[config.mk]
export PLATFORM = sky130hd
export DESIGN_NAME = div_issue
export DESIGN_NICKNAME = d
export VERILOG_FILES = /design/src/rtl/div_issue_pkg.sv /design/src/rtl/div_sign_fix.sv /design/src/rtl/div_issue.sv
export SDC_FILE = /design/constraint.sdc
export NUM_CORES = 1
export LEC_CHECK = 0
export ABC_AREA = 1
export BUFFER_PORTS_ARGS = -buffer_cell sky130_fd_sc_hd__buf_2
export CAP_MARGIN = 15
export CORE_MARGIN = 1
export CORE_UTILIZATION = 50
export DETAILED_ROUTE_END_ITERATION = 6
export PLACE_DENSITY_LB_ADDON = 0.1
export SLEW_MARGIN = 20
export SYNTH_ARGS = -nofsm -noshare
export SYNTH_HDL_FRONTEND = slang
export SYNTH_SLANG_ARGS = --single-unit
[constraint.sdc]
create_clock -name clk -period 2.1 [get_ports clk]
set_input_delay 0.525 -clock clk [delete_from_list [all_inputs] [get_ports clk]]
set_output_delay 0.525 -clock clk [all_outputs]
set_load 0.02 [all_outputs]
[src/rtl/div_issue_pkg.sv]
// div_issue_pkg: func3 encodings, FSM states and RV32M divide
// special-case constants shared by the divide issue block.
package div_issue_pkg;

    localparam logic [2:0] INST_DIV  = 3'b100;
    localparam logic [2:0] INST_DIVU = 3'b101;
    localparam logic [2:0] INST_REM  = 3'b110;
    localparam logic [2:0] INST_REMU = 3'b111;

    localparam logic [31:0] DIV_MIN_NEG  = 32'h8000_0000;
    localparam logic [31:0] DIV_ALL_ONES = 32'hFFFF_FFFF;

    typedef enum logic [1:0] {
        ST_IDLE = 2'd0,
        ST_WAIT = 2'd1,
        ST_DONE = 2'd2
    } div_state_e;

    typedef struct packed {
        logic       neg_q;
        logic       neg_r;
        logic       is_rem;
        logic [4:0] rd;
    } div_ctl_t;

    function automatic logic f3_signed(input logic [2:0] f3);
        logic r;
        case (f3)
            INST_DIV, INST_REM:   r = 1'b1;
            INST_DIVU, INST_REMU: r = 1'b0;
            default:              r = 1'b0;
        endcase
        return r;
    endfunction

    function automatic logic f3_is_rem(input logic [2:0] f3);
        logic r;
        case (f3)
            INST_REM, INST_REMU: r = 1'b1;
            default:             r = 1'b0;
        endcase
        return r;
    endfunction

endpackage

[src/rtl/div_sign_fix.sv]
// div_sign_fix: passes a value through or returns its two's
// complement; used for operand magnitudes and result correction.
module div_sign_fix (
    input  logic [31:0] val,
    input  logic        neg,
    output logic [31:0] res
);

    assign res = neg ? (~val + 32'd1) : val;

endmodule

[src/rtl/div_issue.sv]
// div_issue: RV32M DIV/DIVU/REM/REMU issue, special cases and
// result formatting. Optional result cache: DIV_RESULT_CACHE_EN.
module div_issue
    import div_issue_pkg::*;
(
    input  logic        clk,
    input  logic        rst,
    input  logic        ex_valid,
    input  logic [2:0]  ex_func3,
    input  logic        ex_muldiv,
    input  logic [31:0] ex_op1,
    input  logic [31:0] ex_op2,
    input  logic [4:0]  ex_rd,
    input  logic        flush,
    output logic        stall_req,
    output logic        div_start,
    output logic [31:0] div_dividend,
    output logic [31:0] div_divisor,
    output logic        div_abort,
    input  logic [31:0] div_quot,
    input  logic [31:0] div_rem,
    input  logic        div_done,
    output logic        wd_en,
    output logic [4:0]  wd_addr,
    output logic [31:0] wd_data
);

    div_state_e  state_q;
    div_state_e  state_d;
    div_ctl_t    ctl_q;
    logic        accept;
    logic        take_res;
    logic        acc_sgn;
    logic        is_div0;
    logic        is_ovf;
    logic        hit;
    logic        to_done;
    logic [31:0] op1_mag;
    logic [31:0] op2_mag;
    logic [31:0] quot_fix;
    logic [31:0] rem_fix;
    logic [31:0] quot_q;
    logic [31:0] rem_q;

    assign acc_sgn = f3_signed(ex_func3);
    assign is_div0 = (ex_op2 == 32'd0);
    assign is_ovf  = acc_sgn
                   & (ex_op1 == DIV_MIN_NEG)
                   & (ex_op2 == DIV_ALL_ONES);
    assign to_done = is_div0 | is_ovf | hit;

    div_sign_fix u_op1_fix (
        .val (ex_op1),
        .neg (acc_sgn & ex_op1[31]),
        .res (op1_mag)
    );

    div_sign_fix u_op2_fix (
        .val (ex_op2),
        .neg (acc_sgn & ex_op2[31]),
        .res (op2_mag)
    );

    div_sign_fix u_quot_fix (
        .val (div_quot),
        .neg (ctl_q.neg_q),
        .res (quot_fix)
    );

    div_sign_fix u_rem_fix (
        .val (div_rem),
        .neg (ctl_q.neg_r),
        .res (rem_fix)
    );

`ifdef DIV_RESULT_CACHE_EN
    logic        c_valid;
    logic        c_sgn;
    logic [31:0] c_op1;
    logic [31:0] c_op2;
    logic [31:0] c_quot;
    logic [31:0] c_rem;
    logic        sgn_q;
    logic [31:0] op1_q;
    logic [31:0] op2_q;

    assign hit = c_valid
               & (c_sgn == acc_sgn)
               & (c_op1 == ex_op1)
               & (c_op2 == ex_op2);

    // Raw operand tag of the in-flight op, used to fill the cache
    always_ff @(posedge clk) begin
        if (rst) begin
            sgn_q <= 1'b0;
            op1_q <= '0;
            op2_q <= '0;
        end else if (accept) begin
            sgn_q <= acc_sgn;
            op1_q <= ex_op1;
            op2_q <= ex_op2;
        end
    end

    // Last divider result; flush leaves it valid, only rst clears it
    always_ff @(posedge clk) begin
        if (rst) begin
            c_valid <= 1'b0;
            c_sgn   <= 1'b0;
            c_op1   <= '0;
            c_op2   <= '0;
            c_quot  <= '0;
            c_rem   <= '0;
        end else if (take_res) begin
            c_valid <= 1'b1;
            c_sgn   <= sgn_q;
            c_op1   <= op1_q;
            c_op2   <= op2_q;
            c_quot  <= quot_fix;
            c_rem   <= rem_fix;
        end
    end
`else
    assign hit = 1'b0;
`endif

    // State register
    always_ff @(posedge clk) begin
        if (rst) begin
            state_q <= ST_IDLE;
        end else begin
            state_q <= state_d;
        end
    end

    // Next state, accept, stall and abort; rst masks all strobes
    always_comb begin
        state_d   = state_q;
        accept    = 1'b0;
        take_res  = 1'b0;
        stall_req = 1'b0;
        div_abort = 1'b0;
        if (!rst) begin
            unique case (state_q)
                ST_IDLE: begin
                    if (ex_valid && ex_muldiv && ex_func3[2] && !flush) begin
                        accept    = 1'b1;
                        stall_req = 1'b1;
                        state_d   = to_done ? ST_DONE : ST_WAIT;
                    end
                end
                ST_WAIT: begin
                    stall_req = 1'b1;
                    if (flush) begin
                        div_abort = 1'b1;
                        state_d   = ST_IDLE;
                    end else if (div_done) begin
                        take_res = 1'b1;
                        state_d  = ST_DONE;
                    end
                end
                ST_DONE: begin
                    state_d = ST_IDLE;
                end
                default: begin
                    state_d = ST_IDLE;
                end
            endcase
        end
    end

    // Capture operands/control at accept and the formatted result
    always_ff @(posedge clk) begin
        if (rst) begin
            ctl_q        <= '0;
            div_start    <= 1'b0;
            div_dividend <= '0;
            div_divisor  <= '0;
            quot_q       <= '0;
            rem_q        <= '0;
        end else begin
            div_start <= accept & ~to_done;
            if (accept) begin
                ctl_q.neg_q  <= acc_sgn & (ex_op1[31] ^ ex_op2[31]);
                ctl_q.neg_r  <= acc_sgn & ex_op1[31];
                ctl_q.is_rem <= f3_is_rem(ex_func3);
                ctl_q.rd     <= ex_rd;
                div_dividend <= op1_mag;
                div_divisor  <= op2_mag;
            end
            if (accept && is_div0) begin
                quot_q <= DIV_ALL_ONES;
                rem_q  <= ex_op1;
            end else if (accept && is_ovf) begin
                quot_q <= DIV_MIN_NEG;
                rem_q  <= '0;
`ifdef DIV_RESULT_CACHE_EN
            end else if (accept && hit) begin
                quot_q <= c_quot;
                rem_q  <= c_rem;
`endif
            end else if (take_res) begin
                quot_q <= quot_fix;
                rem_q  <= rem_fix;
            end
        end
    end

    assign wd_en   = (state_q == ST_DONE) && (ctl_q.rd != 5'd0);
    assign wd_addr = ctl_q.rd;
    assign wd_data = ctl_q.is_rem ? rem_q : quot_q;

endmodule

After elaboration in Yosys (flattened, before gate mapping). Index checks and enable logic that the tools add are counted.

Register bits after elaboration: 139. Input port bits: 142. Output and inout bits: 105. Word-level logic and storage cells: 80.

Add/subtract/negate cells: 4. Eq/ne operators: 9. Mux-type cells: 30. Bitwise operators: 13. Reductions and logical operators: 14.

Operator list (count): $mux W32 (11); $add A32 B1 Y32 const B (4); $not A32 Y32 (4); $eq A32 B32 Y1 const B (2); $logic_not A32 Y1 (1); $mux W1 (13); $eq A3 B3 Y1 const B (3); $mux W2 (4); $and A1 B1 Y1 (6); $logic_and A1 B1 Y1 (6); $reduce_bool A5 Y1 (1); $pmux W2 S2 (1); $reduce_or A2 Y1 (2); $ne A3 B3 Y1 const B (1); $reduce_bool A3 Y1 (1); $eq A2 B1 Y1 const B (1); $eq A2 B2 Y1 const B (1); $logic_not A2 Y1 (1); $ne A2 B2 Y1 const B (1); $pmux W1 S2 (1); $reduce_and A2 Y1 (1); $logic_not A1 Y1 (1); $not A1 Y1 (1); $or A1 B1 Y1 (1); $xor A1 B1 Y1 (1).

Logic depth before layout (Yosys ltp).
Word-level depth: 9. Mapped depth: 15. Mapped depth without buffers: 14.

Cells and area by module. A second synthesis with hierarchy kept.

Cell total of the unflattened synthesis: 1951. Area total of the unflattened synthesis: 11282.1 um2.

Modules (own cells, without submodules): div_issue (times used 1, cells each 1043, area an instance 6847.8 um2, seq. area each 2782.7 um2); div_sign_fix (times used 4, cells each 227, area an instance 1108.6 um2, seq. area each 0.0 um2).

Worst setup path before layout. OpenSTA, ideal clock, no wires.

Kind: input to register. From: input ex_op1[0]. To: register quot_q[9]. Setup time: 113 ps. Arrival: 1970 ps. Required time: 1987 ps. Path slack: 17 ps. Stages: 12. Path buffers: 1. Cells stage by stage: inv_1 ha_1 nand3_1 nor2_2 nand3_1 nor2_1 nand3_2 buf_2 nand2_1 nand2_1 nor2_1 nor2_1.

Word-level cells in the longest chain between the ends: 6. Elaborated cells on any way between the ends: 7. Those cells by class: eq/ne (1); mux (2); bitwise (2); reduce/logical (2).

RTL lines: start, declared (line div_issue.sv:11) `input logic [31:0] ex_op1,`; $eq A32 B32 Y1 (*) (line div_issue.sv:48) `& (ex_op1 == DIV_MIN_NEG)`; $and A1 B1 Y1 (*) (line div_issue.sv:48); $and A1 B1 Y1 (*) (line div_issue.sv:49) `& (ex_op2 == DIV_ALL_ONES);`; $logic_and A1 B1 Y1 (*) (line div_issue.sv:194) `end else if (accept && is_ovf) begin`; $mux W32 (line div_issue.sv:194); $mux W32 (line div_issue.sv:191) `if (accept && is_div0) begin`; end signal, assigned (line div_issue.sv:203) `quot_q <= quot_fix;`; end, declared (line div_issue.sv:42) `logic [31:0] quot_q;`.

Mark *: on every way between the ends. The rest lies on a longest branch, timed or not. A chain may end at the register's enable or synchronous reset.

Final worst setup path.
From: register ctl_q (netlist bit wd_addr[3]). To: output wd_en.

Word-level cells in the longest chain between the ends: 2.

RTL lines: start, declared (line div_issue.sv:30) `div_ctl_t ctl_q;`; $reduce_bool A5 Y1 (line div_issue.sv:209) `assign wd_en = (state_q == ST_DONE) && (ctl_q.rd != 5'd0);`; $logic_and A1 B1 Y1 (line div_issue.sv:209); end, declared (line div_issue.sv:23) `output logic wd_en,`.

No other way between the ends.

==> results.yml <==
timing:
  finalClockSkew_ns: 0.0115
  fin_ws_ns: -0.0468
  final_hold_viol_count: 0
  slew_headroom_pct: 65.8
  fin_setup_tns_ns: -0.0490
  period_minus_slack_ns: 2.15
  fmax_ghz: 0.466
  slew_violations: 0
  rsz0062_at_grt: "true"
  worst_pin_slew_ns: 0.514
  setup_viol: 2
  fin_crit_sh_pct: 102
global_routing:
  gr-total-overflow: 0
  antenna_found_initial: 0
  grt_pass1_vias: 12592
  track_usage_pct: 37.1
  grt_pass1_wl_um: 63600
  grt_max_degree: 113
placement:
  place_congestion: 1.03
  pre_cts_slack_ns: -0.326
  port-buffer-count: 246
  hpwl_um: 31100
critical_path:
  cp.arrival_ns: 1.62
  required_ns: 1.57
  cp_max_fo: 3
  reg2regPathDepth: 9
  end_kind: "primary output"
  worstSetupPathType: "reg2out"
  critPathLaunchType: "register"
floorplan:
  die_w_um: 147
  die_h_um: 147
  core.rowCount: 52
  io-pin-count: 247
  start_util_pct: 51.4
  core_area_um2: 20400
  dieArea_um2: 21600
clock_tree:
  postCtsHoldBufs: 0
  clockBufferDepth: 2
  cts_tree: "built"
  ctsRootBufferMaster: "clkbuf_16"
  clk_pin_slew_worst_paths_ns: 0.07
  cts_sinks: 139
  h-tree-depth: 4
  cts_buffers: 17
  insertion_delay_ns: 0.43
cells_and_area:
  layout-drive-gt1-share_pct: 24.1
  fillers: 1931
  layout.nets: 2388
  n_antenna_cell: 0
  synthToLayoutAreaGrowth_pct: 34.2
logic_synthesis:
  ys_seq_elements: 139
  synth-edff-count: 0
  synth-warning-count: 0
  syn_area_um2: 10500
  synth_top_area_share_pct: 26.5
  synth.most_common_cell: "nand2_1"
  synth_nets: 1992
  yosys-top-cells-area: "dfxtp_1 26%, nand2_1 15%, nor2_1 12%"
  syn_inst: 1845
  ys_async_sr_fraction_pct: 0
  yosys.area.top_type: "dfxtp_1"
  synth_seq_area_share_pct: 26.5
  ys_types: 41
  synth_area_per_cell_um2: 5.69
  synth_commonest_cells: "417 x nand2_1, 344 x nor2_1, 237 x inv_1, 182 x nand3_1, 142 x o21ai_0"
  ys.flop_type: "dfxtp_1"
routing:
  route.met3.wl_um: 3420
  wl_met2_um: 18000
  top_layer: "met4"
  wl_per_cell_um: 15.9
  viasPerCell: 5.38
  drcViolationCount: 0
  drtPass1Iterations: 6
  ant_nets: 0
  drt-met1-wl_um: 17500
  via_count: 13568
  wl_um: 40100
  drt_iter0_drc: 1018
power:
  p_leak_nw: 7.62
  power_mw: 6.87
  vdd_ir_drop_max_mv: 0.534
  power.density_nw_per_um2: 487
hold_path:
  holdCritPathClass: "in2reg"
  hold_depth: 3
run:
  drv_cap: 0
outcome:
  violations: "setup timing"
  status: "finished, violations left"
-- through the flow --
step	utilization, %	hold slack [ns]	area [um^2]	instances
2_1_floorplan	-	0.439	10500	1845
3_3_place_gp	65.4	0.446	13400	2485
3_5_place_dp	65.4	0.460	13400	2485
4_1_cts	68.3	0.306	13900	2518
5_1_grt	69.0	0.331	14100	2524
6_report	69.0	0.309	14100	2524
-- critical path, cell delays in order, from the launching register on --
cell	delay (ns)
dfxtp_2	0.33
or3_4	0.38
o311ai_4	0.25
inv_1	0.09
buf_6	0.14
-- path summary, 6_finish.rpt --
check | from | to | slack, ns
setup / recovery | wd_addr[3]$_SDFFE_PP0N_ | wd_en | -0.05
hold / removal | ex_rd[2] | wd_addr[2]$_SDFFE_PP0N_ | 0.31
setup reg to reg | state_q[0]$_SDFFE_PP0P_ | quot_q[29]$_SDFFE_PP0P_ | 0.15
hold reg to reg | quot_q[0]$_SDFFE_PP0P_ | quot_q[0]$_SDFFE_PP0P_ | 0.47
-- routing by layer --
layer,vias to the layer above,global-route usage (%)
li1,6695,-
met1,6153,49.9
met2,633,60.1
met3,87,6.18
met4,0,12.2
met5,-,0
-- area by class of cell --
type / count / area [um^2] / share of cell area (%)
flip-flops and latches: 139 / 2790 / 19.8
clock buffers: 18 / 429 / 3.04
well taps: 270 / 338 / 2.40
repair buffers: 462 / 3020 / 21.5
multi-input cells: 1377 / 6470 / 45.9
clock inverters: 14 / 123 / 0.870
inverters: 244 / 921 / 6.53
-- cell usage in the layout (no fill, tap or decap), types with 2 or more instances in the layout --
cell,instances
a21oi_1,93
a21oi_2,4
a31oi_1,2
buf_12,10
buf_2,244
buf_4,205
clkbuf_16,18
clkinv_2,4
clkinv_4,3
clkinvlp_4,5
dfxtp_1,135
dfxtp_2,3
ha_1,5
inv_1,237
inv_2,5
inv_6,2
mux2_2,6
nand2_1,416
nand2_2,4
nand3_1,181
nand3_2,2
nand3b_1,8
nand4_1,57
nand4_2,3
nor2_1,343
nor2_2,8
nor2_4,3
nor3_1,12
nor3_2,2
nor4_1,3
o211ai_1,11
o21ai_0,138
o21ai_1,16
o21bai_1,3
or2_2,3
xnor2_1,7
xor2_1,37
-- power by group --
group | switching, mW | total [mW] | internal [mW]
Sequential | 0.0228 | 2.70 | 2.68
Clock | 1.29 | 2.91 | 1.63
Combinational | 0.753 | 1.26 | 0.503
-- registers in the layout (all words and copies together), names as in the netlist --
register,cells
div_dividend,32
div_divisor,32
quot_q,32
rem_q,32
wd_addr,5
ctl_q,3
state_q,2
div_start,1
-- repair_timing --
item,in CTS,in global routing
pin swaps,0,5
endpoints found under the setup margin,7,34
gates cloned,1,2
setup buffers,0,4
resized for setup,4,30
-- kinds of logic (layout without fill, tap and decap cells) --
family / count (synthesis) / count (layout) / synth area share (%)
AO/OA/AOI/OAI: 272 / 272 / 13.4
XOR/XNOR: 44 / 44 / 3.67
adder cells (fa/ha/maj): 5 / 5 / 0.596
buffers and inverters: 330 / 738 / 12.6
flip-flops: 139 / 139 / 26.5
multiplexers: 6 / 6 / 0.643
AND/OR/NAND/NOR: 1049 / 1050 / 42.5
Power figures use the tool's default switching activity.
